## config.mk

```make
export PLATFORM = sky130hd
export DESIGN_NAME = alu_operand_stage
export DESIGN_NICKNAME = d
export VERILOG_FILES = /design/src/rtl/alu_operand_stage.sv
export SDC_FILE = /design/constraint.sdc
export NUM_CORES = 1
export LEC_CHECK = 0
export CAP_MARGIN = 5
export CORE_AREA = 3 3 127 129
export DETAILED_ROUTE_END_ITERATION = 10
export DIE_AREA = 0 0 130 132
export DONT_BUFFER_PORTS = 1
export PLACE_DENSITY_LB_ADDON = 0.25
export SYNTH_ARGS = -nofsm -noshare
export SYNTH_HDL_FRONTEND = slang
export SYNTH_SLANG_ARGS = --single-unit
```

## constraint.sdc

```tcl
create_clock -name clk -period 6.4 [get_ports clk]
set_input_delay 1.28 -clock clk [delete_from_list [all_inputs] [get_ports clk]]
set_output_delay 1.28 -clock clk [all_outputs]
set_load 0.01 [all_outputs]
```

## src/rtl/alu_operand_stage.sv

```systemverilog
// ID/EX operand stage: resolves ALU operands from the register file, the
// EX/MEM and MEM/WB forwarding paths, the immediate or the PC, and keeps them
// in a single registered entry. A held entry watches the writeback paths so
// its operands pick up results that arrive while it waits.
module alu_operand_stage (
  input  logic        clk,
  input  logic        rst_n,
  input  logic        in_valid,
  output logic        in_ready,
  input  logic [31:0] in_rs1_data,
  input  logic [31:0] in_rs2_data,
  input  logic [31:0] in_imm,
  input  logic [31:0] in_pc,
  input  logic [4:0]  in_rs1,
  input  logic [4:0]  in_rs2,
  input  logic [4:0]  in_rd,
  input  logic [3:0]  in_FuncCode,
  input  logic [6:0]  in_Opcode,
  input  logic        in_alusrc_pc,
  input  logic        in_alusrc_imm,
  input  logic        flush,
  input  logic        exmem_wr_en,
  input  logic        memwb_wr_en,
  input  logic [4:0]  exmem_rd,
  input  logic [4:0]  memwb_rd,
  input  logic [31:0] exmem_data,
  input  logic [31:0] memwb_data,
  output logic        out_valid,
  input  logic        out_ready,
  output logic [31:0] A,
  output logic [31:0] B,
  output logic [3:0]  FuncCode,
  output logic [6:0]  Opcode,
  output logic [4:0]  out_rd,
  output logic [15:0] stall_count
);

  // Result of looking a register index up on the two forwarding paths.
  typedef struct packed {
    logic        hit;
    logic [31:0] data;
  } fwd_t;

  // EX/MEM wins over MEM/WB; x0 never matches so it is never forwarded.
  function automatic fwd_t fwd_lookup(
    input logic [4:0]  r,
    input logic        ex_en,
    input logic [4:0]  ex_rd,
    input logic [31:0] ex_data,
    input logic        mw_en,
    input logic [4:0]  mw_rd,
    input logic [31:0] mw_data
  );
    fwd_t res;
    res = '0;
    if (r != 5'd0) begin
      if (ex_en && ex_rd == r) begin
        res.hit  = 1'b1;
        res.data = ex_data;
      end else if (mw_en && mw_rd == r) begin
        res.hit  = 1'b1;
        res.data = mw_data;
      end
    end
    return res;
  endfunction

  logic        valid_q;
  logic [31:0] a_q, b_q;
  logic [3:0]  func_q;
  logic [6:0]  op_q;
  logic [4:0]  rd_q, rs1_q, rs2_q;
  logic        use_rs1_q, use_rs2_q;
  logic [15:0] stall_q;

  logic        capture, hold;
  logic [31:0] a_d, b_d;
  fwd_t        in1_fwd, in2_fwd, snp1_fwd, snp2_fwd;
  logic        snp_a, snp_b;

  // Handshake, capture-time operand select and held-entry snoop decisions.
  always_comb begin
    // NOTE: every always_comb output gets a default first so no path can
    // leave it unassigned and infer a latch.
    a_d      = '0;
    b_d      = '0;
    in_ready = !flush && (!valid_q || out_ready);
    capture  = in_valid && in_ready;
    hold     = valid_q && !out_ready && !flush;

    in1_fwd  = fwd_lookup(in_rs1, exmem_wr_en, exmem_rd, exmem_data,
                          memwb_wr_en, memwb_rd, memwb_data);
    in2_fwd  = fwd_lookup(in_rs2, exmem_wr_en, exmem_rd, exmem_data,
                          memwb_wr_en, memwb_rd, memwb_data);
    snp1_fwd = fwd_lookup(rs1_q, exmem_wr_en, exmem_rd, exmem_data,
                          memwb_wr_en, memwb_rd, memwb_data);
    snp2_fwd = fwd_lookup(rs2_q, exmem_wr_en, exmem_rd, exmem_data,
                          memwb_wr_en, memwb_rd, memwb_data);

    if (in_alusrc_pc)        a_d = in_pc;
    else if (in_rs1 == 5'd0) a_d = '0;
    else if (in1_fwd.hit)    a_d = in1_fwd.data;
    else                     a_d = in_rs1_data;

    if (in_alusrc_imm)       b_d = in_imm;
    else if (in_rs2 == 5'd0) b_d = '0;
    else if (in2_fwd.hit)    b_d = in2_fwd.data;
    else                     b_d = in_rs2_data;

    snp_a = use_rs1_q && snp1_fwd.hit;
    snp_b = use_rs2_q && snp2_fwd.hit;
  end

  // Pipeline entry: flush beats capture, capture beats hold/snoop, else drain.
  always_ff @(posedge clk or negedge rst_n) begin
    if (!rst_n) begin
      valid_q   <= 1'b0;
      a_q       <= '0;
      b_q       <= '0;
      func_q    <= '0;
      op_q      <= '0;
      rd_q      <= '0;
      rs1_q     <= '0;
      rs2_q     <= '0;
      use_rs1_q <= 1'b0;
      use_rs2_q <= 1'b0;
      stall_q   <= '0;
    end else begin
      // NOTE: non-blocking assignments so every register samples the
      // pre-edge values regardless of statement order.
      if (valid_q && !out_ready && stall_q != 16'hFFFF)
        stall_q <= stall_q + 16'd1;

      if (flush) begin
        valid_q <= 1'b0;
      end else if (capture) begin
        valid_q   <= 1'b1;
        a_q       <= a_d;
        b_q       <= b_d;
        func_q    <= in_FuncCode;
        op_q      <= in_Opcode;
        rd_q      <= in_rd;
        rs1_q     <= in_rs1;
        rs2_q     <= in_rs2;
        use_rs1_q <= !in_alusrc_pc;
        use_rs2_q <= !in_alusrc_imm;
      end else if (hold) begin
        if (snp_a) a_q <= snp1_fwd.data;
        if (snp_b) b_q <= snp2_fwd.data;
      end else if (valid_q && out_ready) begin
        valid_q <= 1'b0;
      end
    end
  end

  assign out_valid   = valid_q;
  assign A           = a_q;
  assign B           = b_q;
  assign FuncCode    = func_q;
  assign Opcode      = op_q;
  assign out_rd      = rd_q;
  assign stall_count = stall_q;

endmodule

```

==> out/qor.yml, run 1 <==
outcome: "completed"
met2_usage: 0.486
cts_inserted_buffers: 9
cts-resized-gates: 0
swShare: 0.326
p_leak_nw: 3.42
p_int_mw: 1.30
synth.top_cells.by_area: "dfrtp_1 35%, a221o_1 16%, nand2_1 10%, mux2_2 9.0%, nor3b_1 6.3%"
worst_pin_slew_ns: 1.25
synth_edf_count: 0
setup.worst_path.class: "in -> reg"
drv_slew: 0
drc_errors: 0
clk_path_buf_depth: 2
fill_cells: 1375
finalCriticalPeriod_ns: 3.67
gp_congestion: 0.869
design_power_total_mw: 1.92
seq_power_share: 0.481
holdWs_ns: 0.496
p_sw_mw: 0.626
drtAntennaViolNets: 0
dieArea_mm2: 0.0172
slew_headroom: 0.163
ctsHoldBuffers: 0
r2r_slack_ns: 3.22
via_per_inst: 7.33
routed_wl_mm: 27.5
yosys-top-cells-count: "213 x nand2_1, 124 x a221o_1, 109 x dfrtp_1"
ir_drop_uv: 135
top_usage_layer: "met2"
crit_path_end_kind: "flop"
core-area_mm2: 0.0151
power_density_mw_per_mm2: 233
worst_clock_skew_ns: 0.0118
synth_ff_type: "dfrtp_1"
avgRoutedWirePerCell_um: 27.8
final_nets: 1033
worstSetupStartpointType: "input pin"
hold_path_class: "reg -> reg"
htree_levels: 3
synthArstFlopShare: 1.00
io_pins: 335
clk_pin_slew_ns: 0.09
grtUsageMet3: 0.0851
cts_tree: "built"
synth_top_area_frac: 0.347
ys_seq_area_frac: 0.347
drt_first_iter_violations: 743
syn_avg_cell_area_um2: 9.18
rows: 45
synth.most_common_cell: "nand2_1"
yosys_warnings: 0
gr-total-overflow: 0
initial_core_util: 0.518
report.final.setup_viol: 0
syn_area_mm2: 0.00785
fp.dieH_um: 132
cap_violations: 0
port_buffers: 0
rsz0062_at_grt: "false"
fin_tns_setup_ns: 0
pwr-share-comb: 0.188
synth-seq-cells: 109
yosys.area.top_type: "dfrtp_1"
drtPass1Iterations: 5
post_cts.repair.setup_buffers: 0
yosys.cell_types.count: 40
cp_max_fo: 69
grt_max_degree: 110
clock-sinks: 109
cp.arrival_ns: 3.93
grt.met1_usage: 0.388
first_global_vias: 7353
grt_use_total: 0.308
vias: 7249
syn2layout_area_growth_pct: 5.32
antenna_found_initial: 1
fp.dieW_um: 130
worstPathRequired_ns: 6.66
clk_latency_ns: 0.37
synth_cells: 855
grt_pass1_wl_mm: 41.5
post-dp-hpwl_mm: 18.2
min_period_over_period: 0.573
clockPowerShare: 0.331
fmax_ghz: 0.272
hold_violations: 0
syn-num-nets: 1093
final_layout_size_suffix_gt1_frac: 0.175
cts_root_buffer: "clkbuf_16"
==> power groups by stage <==
stage / sequential [mW] / combinational [mW] / clock (mW)
floorplan: 0.902 / 0.303 / 0
global placement: 0.936 / 0.342 / 0
detailed placement: 0.939 / 0.357 / 0
CTS: 0.926 / 0.358 / 0.643
global route: 0.937 / 0.398 / 0.668
finish: 0.926 / 0.361 / 0.636
==> worst max-delay path, cell delays in order <==
cell and delay [ns]:
nand2b_1 0.24, nor2b_1 0.40, and2_4 0.65, buf_4 0.67, nand2_1 0.13, a221o_1 0.29
a31o_2 0.23
==> metrics by stage <==
step	instances	cell area [um^2]	utilization	worst slack [ns]
2_1_floorplan	855	7850	-	3.20
3_3_place_gp	972	7930	0.524	2.58
3_5_place_dp	972	7930	0.524	2.45
4_1_cts	988	8270	0.546	2.84
5_1_grt	989	8270	0.546	2.60
6_report	989	8270	0.546	2.73
==> per-layer routing <==
layer  wire (um)  vias up  share of wire
li1            -     3110              -
met1       10500     3578           0.38
met2       13100      486           0.48
met3        2930       75           0.11
met4        1000        0          0.036
met5           0        -              0
==> cell usage in the layout (no fill, tap or decap), types with 9 or more instances in the layout <==
cell type | Yosys | layout
nand2_1 | 213 | 213
clkbuf_16 | 0 | 9
xnor2_1 | 20 | 20
a31o_1 | 27 | 27
a31o_2 | 35 | 35
mux2_2 | 63 | 63
buf_4 | 0 | 10
a221o_1 | 124 | 124
dfrtp_1 | 109 | 109
nor3b_1 | 66 | 64
nor2_1 | 11 | 9
nand3_1 | 10 | 10
xor2_1 | 35 | 35
==> kinds of logic after synthesis <==
family,Yosys count,synth area share
AO/OA/AOI/OAI,203,0.244
XOR/XNOR,55,0.0614
adder cells (fa/ha/maj),1,0.00159
buffers and inverters,84,0.0429
flip-flops,109,0.347
multiplexers,65,0.0929
AND/OR/NAND/NOR,338,0.210
==> registers in the layout, summed over array words and instances (netlist names) <==
signal	cells
out_rd	5
rs1_q	5
FuncCode	4
B	32
use_rs2_q	1
stall_count	16
rs2_q	5
use_rs1_q	1
A	32
Opcode	7
out_valid	1
==> final timing paths <==
kind	from	end	depth (start not counted)
min reg2reg	use_rs2_q$_DFFE_PN0P_	use_rs2_q$_DFFE_PN0P_	2
max	out_ready	A[16]$_DFFE_PN0P_	7
min in group asynchronous	rst_n	stall_count[5]$_DFFE_PN0P_	0
max in group asynchronous	rst_n	A[17]$_DFFE_PN0P_	0
max reg2reg	out_valid$_DFFE_PN0P_	A[16]$_DFFE_PN0P_	7
min	use_rs2_q$_DFFE_PN0P_	use_rs2_q$_DFFE_PN0P_	2
==> area by class of cell <==
cell class,count,area (um^2),area share
clock inverters,7,108,0.0130
multi-input cells,662,4870,0.589
repair buffers,11,95.1,0.0115
flip-flops and latches,109,2730,0.330
well taps,188,235,0.0284
diodes,1,2.50,0.000303
clock buffers,9,225,0.0272
inverters,2,7.51,0.000908
(Power assumes the default switching activity.)
==> inputs of run 2 (changes only) <==
- CORE_AREA: 3 3 127 129 -> 3 3 131 133
- DIE_AREA: 0 0 130 132 -> 0 0 134 136
- clock period: 6.4 -> 3.1 ns (I/O delays scaled with it)
==> run 2 against run 1 <==
  * The flow now finishes with violations (hold timing)
  * Via count decreased by 0.92%
  * Count of clock-buffer cells in the layout grew 1
  * First-iteration DRC count decreased by 19%
  * Sequential cell count unchanged
  * Clock skew down 0.0032 ns
  * Combinational power rose by 110%
  * Wire length grew 1.6%
  * Critical path type is now reg -> reg
  * Largest power group unchanged
==> out/qor.yml, run 2 (synthesis gave the netlist of run 1 again) <==
outcome: "finished, violations left"
violations: "hold timing"
post_cts.repair.setup_buffers: 0
gp_congestion: 0.928
core-area_mm2: 0.0159
worst_clock_skew_ns: 0.00861
fp.dieW_um: 134
drt_first_iter_violations: 602
path_cells: "xor2_1, nor4_1, nand3_1, nor3b_2, buf_12, a221o_1, a31o_2"
cap_violations: 0
worst_slack_ns: 0.240
port_buffers: 0
cpPeakStageDelay_ns: 0.98
drtPass1Iterations: 5
worstPathRequired_ns: 3.40
cts-resized-gates: 0
clock-sinks: 109
htree_levels: 3
via_per_inst: 6.89
cp_max_fo: 18
cp.arrival_ns: 3.16
clk_latency_ns: 0.36
routed_wl_mm: 28.0
cts_root_buffer: "clkbuf_16"
avgRoutedWirePerCell_um: 26.8
ir_drop_uv: 269
holdWs_ns: -0.0621
final_cell_mix: "213 x nand2_1, 124 x a221o_1, 109 x dfrtp_1"
crit_slowest_cell: "nor3b_2"
initial_core_util: 0.492
min_period_over_period: 0.923
r2r_slack_ns: 0.24
post-dp-hpwl_mm: 19.7
cts_tree: "built"
final_layout_size_suffix_gt1_frac: 0.200
first_global_vias: 7145
place_ws_ns: 0.120
dieArea_mm2: 0.0182
cp.buffers_inverters: 1
drv_slew: 0
antennaDiodeCount: 0
fmax_ghz: 0.350
clk_path_buf_depth: 2
grt_max_degree: 110
worst_pin_slew_ns: 1.18
antenna_found_initial: 1
worstSetupStartpointType: "flop"
syn2layout_area_growth_pct: 8.30
gr-total-overflow: 0
io_pins: 335
report.final.setup_viol: 0
cts_inserted_buffers: 9
rows: 46
final_util: 0.533
final_common_cell: "nand2_1"
fill_cells: 1476
crit_path_end_kind: "flop"
drtAntennaViolNets: 0
vias: 7182
final_nets: 1059
fin_tns_setup_ns: 0
finalCriticalPeriod_ns: 2.86
setup.worst_path.class: "reg -> reg"
reg2reg_from: "rs1_q[2]$_DFFE_PN0P_"
grt_use_total: 0.294
r2r_cells: 7
multi_input_area_mm2: 0.00487
p_leak_nw: 3.55
hold_violations: 109
power_density_mw_per_mm2: 455
fp.dieH_um: 136
clk_pin_slew_ns: 0.08
critPathTopFamily: "simple AND/OR/NAND/NOR gates"
r2r_end: "A[17]$_DFFE_PN0P_"
drc_errors: 0
rsz0062_at_grt: "false"
regArea_mm2: 0.00273
slew_headroom: 0.208
hold_path_class: "in -> async"
grt_pass1_wl_mm: 41.7
==> run 2: final cells by class <==
type,instances,area share
Sequential cell,109,0.321
Tap cell,216,0.0318
Clock inverter,6,0.00706
Inverter,2,0.000883
Clock buffer,10,0.0269
Timing Repair Buffer,37,0.0400
Multi-Input combinational cell,662,0.573
==> run 2: metrics by stage <==
step	cell area, um^2	cells	total power, mW	hold slack [ns]
finish	8500	1042	3.87	-0.0621
global route	8500	1042	4.05	-0.0807
CTS	8500	1042	3.89	-0.0732
detailed placement	8210	1026	2.71	0.327
global placement	8210	1026	2.67	0.327
floorplan	7850	855	2.49	0.324
==> run 2: worst reg2reg max path: stages, from the launching register on <==
cell and delay (ns):
dfrtp_1 0.44, xor2_1 0.18, nor4_1 0.43, nand3_1 0.19
nor3b_2 0.98, buf_12 0.26, a221o_1 0.17, a31o_2 0.15
==> run 2: worst max-delay path by stage <==
stage,start,to,slack [ns],depth (start not counted)
after floorplan,memwb_rd[2],A[27]$_DFFE_PN0P_,0.56,8
after global placement,memwb_rd[2],A[17]$_DFFE_PN0P_,0.16,7
after detailed placement,memwb_rd[2],A[14]$_DFFE_PN0P_,0.12,7
after CTS,rs1_q[2]$_DFFE_PN0P_,A[17]$_DFFE_PN0P_,0.26,7
after global routing,rs1_q[4]$_DFFE_PN0P_,A[14]$_DFFE_PN0P_,0.07,7
final,rs1_q[2]$_DFFE_PN0P_,A[17]$_DFFE_PN0P_,0.24,7
==> run 2: layer usage <==
layer	global-route usage	vias to the layer above	part of all wire
li1	-	3163	-
met1	0.370	3530	0.39
met2	0.485	429	0.49
met3	0.0836	58	0.097
met4	0.107	2	0.026
met5	0	-	0.00046
==> run 2: report_power, final <==
part | internal [mW] | total [mW] | leakage [nW] | switching, mW
clock network | 0.572 | 1.18 | 0.143 | 0.612
logic | 0.413 | 0.769 | 1.99 | 0.356
registers | 1.62 | 1.92 | 1.42 | 0.295
total | 2.61 | 3.87 | 3.55 | 1.26
